==> src/rtl/dmem_arbiter.sv <==
// Two-port round-robin arbiter in front of a single-port, registered-read data memory.
// Priority moves to the other port after MAX_BURST grants while it waits, or whenever only it requests.
module dmem_arbiter #(
  parameter int MAX_BURST = 4,
  parameter int ADDR_W    = 10,
  parameter int DATA_W    = 32
) (
  input  logic              clk,
  input  logic              rst_n,
  input  logic              req_a,
  input  logic              we_a,
  input  logic [ADDR_W-1:0] addr_a,
  input  logic [DATA_W-1:0] wdata_a,
  input  logic              req_b,
  input  logic              we_b,
  input  logic [ADDR_W-1:0] addr_b,
  input  logic [DATA_W-1:0] wdata_b,
  output logic              gnt_a,
  output logic              gnt_b,
  output logic              rvalid_a,
  output logic              rvalid_b,
  output logic [DATA_W-1:0] rdata_a,
  output logic [DATA_W-1:0] rdata_b,
  output logic              mem_we,
  output logic [ADDR_W-1:0] mem_addr,
  output logic [DATA_W-1:0] mem_wdata,
  input  logic [DATA_W-1:0] mem_rdata
);

  localparam int CNT_W = $clog2(MAX_BURST + 1);
  localparam logic [CNT_W-1:0] BURST_LIM = CNT_W'(MAX_BURST);

  typedef enum logic {OWN_A, OWN_B} state_t;

  state_t           state_q, state_d, state_oth;
  logic [CNT_W-1:0] burst_cnt_q, burst_cnt_d, burst_inc;
  logic             rvalid_a_q, rvalid_b_q;
  logic             pri_gnt, oth_gnt, oth_req;

  assign gnt_a = rst_n & req_a & (~req_b | (state_q == OWN_A));
  assign gnt_b = rst_n & req_b & (~req_a | (state_q == OWN_B));

  // Idle cycles still present addr_a so the memory does a harmless read.
  assign mem_we    = (gnt_a & we_a) | (gnt_b & we_b);
  assign mem_addr  = gnt_b ? addr_b : addr_a;
  assign mem_wdata = gnt_b ? wdata_b : wdata_a;

  assign state_oth = (state_q == OWN_A) ? OWN_B : OWN_A;
  assign pri_gnt   = (state_q == OWN_A) ? gnt_a : gnt_b;
  assign oth_gnt   = (state_q == OWN_A) ? gnt_b : gnt_a;
  assign oth_req   = (state_q == OWN_A) ? req_b : req_a;
  assign burst_inc = burst_cnt_q + 1'b1;

  always_comb begin
    state_d     = state_q;
    burst_cnt_d = burst_cnt_q;
    if (pri_gnt) begin
      if (!oth_req) begin
        burst_cnt_d = '0;
      end else if (burst_inc == BURST_LIM) begin
        state_d     = state_oth;
        burst_cnt_d = '0;
      end else begin
        burst_cnt_d = burst_inc;
      end
    end else if (oth_gnt) begin
      state_d     = state_oth;
      burst_cnt_d = '0;
    end
  end

  always_ff @(posedge clk) begin
    if (!rst_n) begin
      state_q     <= OWN_A;
      burst_cnt_q <= '0;
      rvalid_a_q  <= 1'b0;
      rvalid_b_q  <= 1'b0;
    end else begin
      state_q     <= state_d;
      burst_cnt_q <= burst_cnt_d;
      rvalid_a_q  <= gnt_a & ~we_a;
      rvalid_b_q  <= gnt_b & ~we_b;
    end
  end

  // Masking with rst_n hides a read return whose cycle is cut short by reset.
  assign rvalid_a = rvalid_a_q & rst_n;
  assign rvalid_b = rvalid_b_q & rst_n;
  assign rdata_a  = mem_rdata;
  assign rdata_b  = mem_rdata;

endmodule

==> config.mk <==
export PLATFORM = sky130hd
export DESIGN_NAME = dmem_arbiter
export DESIGN_NICKNAME = d
export VERILOG_FILES = /design/src/rtl/dmem_arbiter.sv
export SDC_FILE = /design/constraint.sdc
export NUM_CORES = 1
export LEC_CHECK = 0
export CAP_MARGIN = 20
export CELL_PAD_IN_SITES_DETAIL_PLACEMENT = 1
export CELL_PAD_IN_SITES_GLOBAL_PLACEMENT = 2
export CORE_MARGIN = 10
export CORE_UTILIZATION = 10
export DETAILED_ROUTE_END_ITERATION = 16
export PLACE_DENSITY_LB_ADDON = 0.3
export SKIP_LAST_GASP = 1
export SLEW_MARGIN = 20
export SYNTH_ARGS = -nofsm -noshare
export SYNTH_HDL_FRONTEND = slang
export SYNTH_SLANG_ARGS = --single-unit
export TNS_END_PERCENT = 5
==> constraint.sdc <==
create_clock -name clk -period 1.44 [get_ports clk]
set_input_delay 0.144 -clock clk [delete_from_list [all_inputs] [get_ports clk]]
set_output_delay 0.144 -clock clk [all_outputs]
set_load 0.1 [all_outputs]
* Word level (Yosys, flattened, before mapping) *
Cells that the tools add are included.

storage, ports and cells
  register bits = 6
  input port bits = 122
  output and inout port bits = 111
  word-level logic and storage cells = 42

cells by class
  reduce and logical (&&, ||, !) cells = 2
  eq/ne operators = 3
  $add $sub $neg = 1
  multiplexer cells = 14
  bitwise gates (word level) = 18

operator list
  cell                                                                     number
  32-bit two-way mux                                                       1
  3-bit two-way mux                                                        4
  1-bit AND                                                                10
  10-bit two-way mux                                                       1
  1-bit two-way mux                                                        8
  1-bit NOT                                                                5
  2-bit by 1-bit inequality test with 1-bit output, second input constant  2
  3-bit by 1-bit adder with 3-bit output, second input constant            1
  3-bit == test, second input constant                                     1
  1-bit OR                                                                 3
  3-bit AND reduction                                                      1
  2-bit nonzero test                                                       1

* Depth between registers and ports, before layout *
  word-level depth = 6
  mapped depth = 4
  mapped depth without buffers = 4

* Worst setup path before layout *
OpenSTA, ideal clock, no wires.

  path type = reg2out
  start = reg state_q
  end = out mem_we
  stages on the path, launching flop included = 4
  data arrival time = 2.047 ns
  buffers on the path = 0
  slack = -0.751 ns
  required time = 1.296 ns
  cells stage by stage = dfxtp_1 > nand2_1 > and3_1 > a22o_1

on the way
  word-level cells in the longest chain between the ends = 5
  elaborated cells on any way between the ends = 8
  classes of those cells = 8 x bitwise

RTL lines
  item                      RTL line  RTL
  start: declaration        35        state_t state_q, state_d, state_oth;
  start signal: assignment  79        state_q <= state_d;
  1-bit NOT                 --
  1-bit OR                  40        assign gnt_a = rst_n & req_a & (~req_b | (state_q == OWN_A));
  1-bit AND                 40
  net gnt_a                 18        output logic gnt_a,
  1-bit AND                 44        assign mem_we = (gnt_a & we_a) | (gnt_b & we_b);
  1-bit OR                  44
  end: declaration          24        output logic mem_we,

The timed path passes the listed nets, and every way through them passes these cells.

* Worst setup path in the final report *
  start = reg state_q
  end = out mem_addr[6]

on the way
  word-level cells in the longest chain between the ends = 3

RTL lines
  item                RTL line  RTL
  1-bit OR            41        assign gnt_b = rst_n & req_b & (~req_a | (state_q == OWN_B));
  1-bit AND           41
  10-bit two-way mux  45        assign mem_addr = gnt_b ? addr_b : addr_a;
  end: declaration    25        output logic [ADDR_W-1:0] mem_addr,

Every way passes these cells.

==> tab_implementation.tex <==
\begin{tabular}{lr}
\hline
Metric & Value \\
\hline
\multicolumn{2}{l}{\textbf{Power}} \\
Share of power burned in registers & 0.074 \\
Leakage power total & between 1 and 1.5 nW \\
Power density of the placed cells & 701 nW/µm² \\
NetSw & 1.06 mW \\
IR Drop Worst-Case VDD & 0.000287 V \\
Clock share of power & 0.189 \\
PnR Total Power & 2.39 mW \\
Power Internal & 1.34 mW \\
Switching Fraction & 0.442 \\
Combinational share of power & 0.738 \\
\multicolumn{2}{l}{\textbf{CTS}} \\
Buffers from clock root to sink, at most & 2 \\
TritonCTS clock tree & built \\
CTS buffer count & 3 \\
Clock latency reported for the late side of the worst-skew pair & 0.23 ns \\
Count of hold buffers inserted by post-cts repair & 0 \\
Number of sinks handled by clock tree synthesis & 6 \\
Buffer cell driving the clock tree root & clkbuf\_16 \\
Clock slew at reported path FFs & 0.04 ns \\
H-tree Lvls & 1 \\
\multicolumn{2}{l}{\textbf{Critical path}} \\
Worst EP required & around 1.3 ns \\
Max Fanout on Critical Path & 5 \\
Peak per-stage delay on the critical path & 0.33 ns \\
Cell family with the largest share of critical-path delay & buffers and inverters \\
Type of origin of the critical path & flip-flop \\
Cell Chain, Critical Path & inv\_2, a21oi\_4, buf\_12, buf\_12, clkbuf\_16, mux2\_4, buf\_12 \\
Crit path arrival time & 1.65 ns \\
CP Capture Type & primary output \\
Launch point of the critical path & state\_q \\
Cell at the slowest stage of the critical path & dfxtp\_2 \\
Worst r2r src & burst\_cnt\_q[0] \\
Worst Setup Path Type & flip-flop to primary output \\
Reg-to-reg slack, setup & 0.02 ns \\
Sum of buffers and inverters on the critical path & 5 \\
Most common cell on crit path & buf\_12 \\
\multicolumn{2}{l}{\textbf{STA}} \\
Final count of negative-setup-slack endpoints & 44 \\
Fraction of the cycle the final worst path needs & 1.25 \\
Pins Over Slew Limit & 0 \\
Maximum clock frequency & about 560 MHz \\
Headroom to the max-slew limit & 0.804 \\
Tmin final & between 1.5 and 2 ns \\
Min setup slack post-route & -0.358 ns \\
Number of hold violations in the final report & 0 \\
Final setup skew & a little under 0.004 ns \\
Tightest Pin Transition & 0.292 ns \\
Unrepaired setup endpoints after global routing & yes \\
\multicolumn{2}{l}{\textbf{Logic synthesis}} \\
Cell with the most instances after synthesis & buf\_4 \\
Synth top area share & 0.375 \\
Yosys synthesis warning count & 0 \\
Cell type with the highest aggregate area in the netlist & buf\_4 \\
Sequential share of the synthesized area & 0.0910 \\
Number of instances in the synthesized netlist & 147 \\
Area contributors post-synth & buf\_4, mux2\_2, dfxtp\_1 \\
Number of register bits inferred by synthesis & 6 \\
Async S/R FF share, synth & 0 \\
Syn Area/Cell & 8.98 µm² \\
Number of flops mapped to enable cells by yosys & 0 \\
Count of unique library cells instantiated by Yosys & 22 \\
Top FF cell, synth & dfxtp\_1 \\
Synth top cells by count & buf\_4, mux2\_2, dfxtp\_1, nand2\_1 \\
Post-synth design cell area & 1320 µm² \\
Net count after synthesis & 271 \\
\multicolumn{2}{l}{\textbf{Global routing}} \\
Initial antenna violation count & 0 \\
Number of global-route vias before repair & 1601 \\
Global route overflow & 0 \\
Global-route wire length before repair & 9580 µm \\
Pin count of the biggest net entering global routing & 11 \\
Total global routing track utilization & 0.0681 \\
\multicolumn{2}{l}{\textbf{Placed design}} \\
Final GP Congestion & 0.637 \\
Half-perimeter wire length after placement & 5320 µm \\
Placed Cells incl. Taps & roughly 390 \\
Port Buf Inserts & 136 \\
\multicolumn{2}{l}{\textbf{Layout}} \\
Antenna Diode Count & 0 \\
Layout-stage area growth over the synthesis result & 158\% \\
Non-filler cells in the finished layout & 408 \\
Post-layout nets & 362 \\
Final-layout fill cell count & $\sim$1400 \\
Share of cells above drive strength 1 & 0.492 \\
\multicolumn{2}{l}{\textbf{Die}} \\
Die span in y & 135 µm \\
Initial Utilization & 0.103 \\
Die area & 18200 µm² \\
Placeable Area & 12800 µm² \\
Ports placed on the boundary & 233 \\
Die width & 135 µm \\
Rows & 41 \\
\multicolumn{2}{l}{\textbf{Hold path}} \\
Hold path startpoint & mem\_rdata[4] \\
Type of the worst min-delay path & input pin to primary output \\
\multicolumn{2}{l}{\textbf{Detailed routing}} \\
Final routed wirelength across all metal layers & 6800 µm \\
Count of nets left with antenna violations after detail routing & 0 \\
Detailed Route Iter0 Violations & 12 \\
Routed via count & approximately 1300 \\
Number of detailed-routing iterations run before antenna repair & 3 \\
DR WL/cell & 16.7 µm \\
Via-per-instance ratio & approximately 3.3 \\
DRC & 0 \\
\multicolumn{2}{l}{\textbf{Flow run}} \\
Number of maximum-capacitance constraint violations & 0 \\
\multicolumn{2}{l}{\textbf{Outcome}} \\
Run status & complete, but fails checks \\
Violated checks & setup timing \\
\hline
\end{tabular}
final cells by class:
class	instances	area, µm²	area share
Timing Repair Buffer	154	2150	0.630
Clock buffer	3	75.1	0.0220
Multi-Input combinational cell	71	845	0.248
Tap cell	172	215	0.0631
Sequential cell	6	121	0.0356
Inverter	2	7.51	0.00220
repair_timing:
action / CTS / global route
pin swaps: 1 / 1
buffers inserted: 4 / 1
endpoints found under the setup margin: 45 / 45
resized for setup: 27 / 12
gates cloned: 4 / 2
routing by layer:
| layer | GRT usage | vias to the layer above | routed length (µm) |
|---|---|---|---|
| li1 | - | 621 | - |
| met1 | 0.0644 | 588 | 2310 |
| met2 | 0.118 | 99 | 3400 |
| met3 | 0.0445 | 19 | 981 |
| met4 | 0.0206 | 0 | 108 |
| met5 | 0 | - | 0 |
through the flow:
| stage | hold slack, ns | util | worst slack, ns | area (µm²) | TNS [ns] |
|---|---|---|---|---|---|
| final | 0.288 | 0.267 | -0.358 | 3410 | -13.97 |
| after global routing | 0.288 | 0.267 | -0.413 | 3410 | -16.51 |
| after CTS | 0.289 | 0.259 | -0.417 | 3310 | -15.76 |
| after detailed placement | 0.289 | 0.234 | -0.455 | 2990 | -17.78 |
| after global placement | 0.289 | 0.234 | -0.429 | 2990 | -16.70 |
| after floorplan | 0.216 | - | -0.0972 | 1410 | -3.18 |
power groups by stage:
stage | clock network, mW | registers [mW] | logic (mW)
detailed placement | 0 | 0.179 | 1.65
floorplan | 0 | 0.178 | 1.76
CTS | 0.462 | 0.177 | 1.75
global placement | 0 | 0.178 | 1.64
finish | 0.451 | 0.177 | 1.77
global route | 0.474 | 0.178 | 1.83
worst paths after layout:
check,end,cells after the start
worst max register to register,state_q,4
worst min-delay path,rdata_a[4],0
worst min register to register,burst_cnt_q[1],2
worst max-delay path,mem_addr[6],7
layout by cell type, fill, tap and decap left out:
cell type / n
a211o_1: 2
a21boi_0: 3
a21oi_1: 2
a21oi_4: 1
a22o_4: 1
and2_1: 2
and3_2: 1
and4_1: 1
buf_12: 51
buf_16: 5
buf_4: 7
clkbuf_16: 5
clkdlybuf4s50_1: 86
dfxtp_1: 5
dfxtp_2: 1
dlygate4sd2_1: 3
ha_1: 2
inv_1: 1
inv_2: 1
mux2_4: 42
nand2_1: 5
nand2_2: 1
nand2b_1: 2
nand3_1: 1
nor2_1: 1
nor2b_1: 2
o31a_1: 1
xor2_1: 1
worst register-to-register path: cells and delay by family, from the launching register on:
kind	cells	cell delay, ns
xor+xnor	1	0.29
compound gates	2	0.43
flops	1	0.37
fa+ha+maj	1	0.23
kinds of logic (layout without fill, tap and decap cells):
| logic type | Yosys count | after routing | synth area share |
|---|---|---|---|
| xor+xnor | 1 | 1 | 0.00664 |
| buf+inv | 70 | 159 | 0.398 |
| fa+ha+maj | 2 | 2 | 0.0190 |
| flops | 6 | 6 | 0.0910 |
| mux | 42 | 42 | 0.358 |
| simple gates | 16 | 16 | 0.0635 |
| compound gates | 10 | 10 | 0.0635 |
state kept, by name, indices dropped and copies added (netlist names):
register     cells
burst_cnt_q      3
rvalid_a_q       1
rvalid_b_q       1
state_q          1
Power figures use the tool's default switching activity.
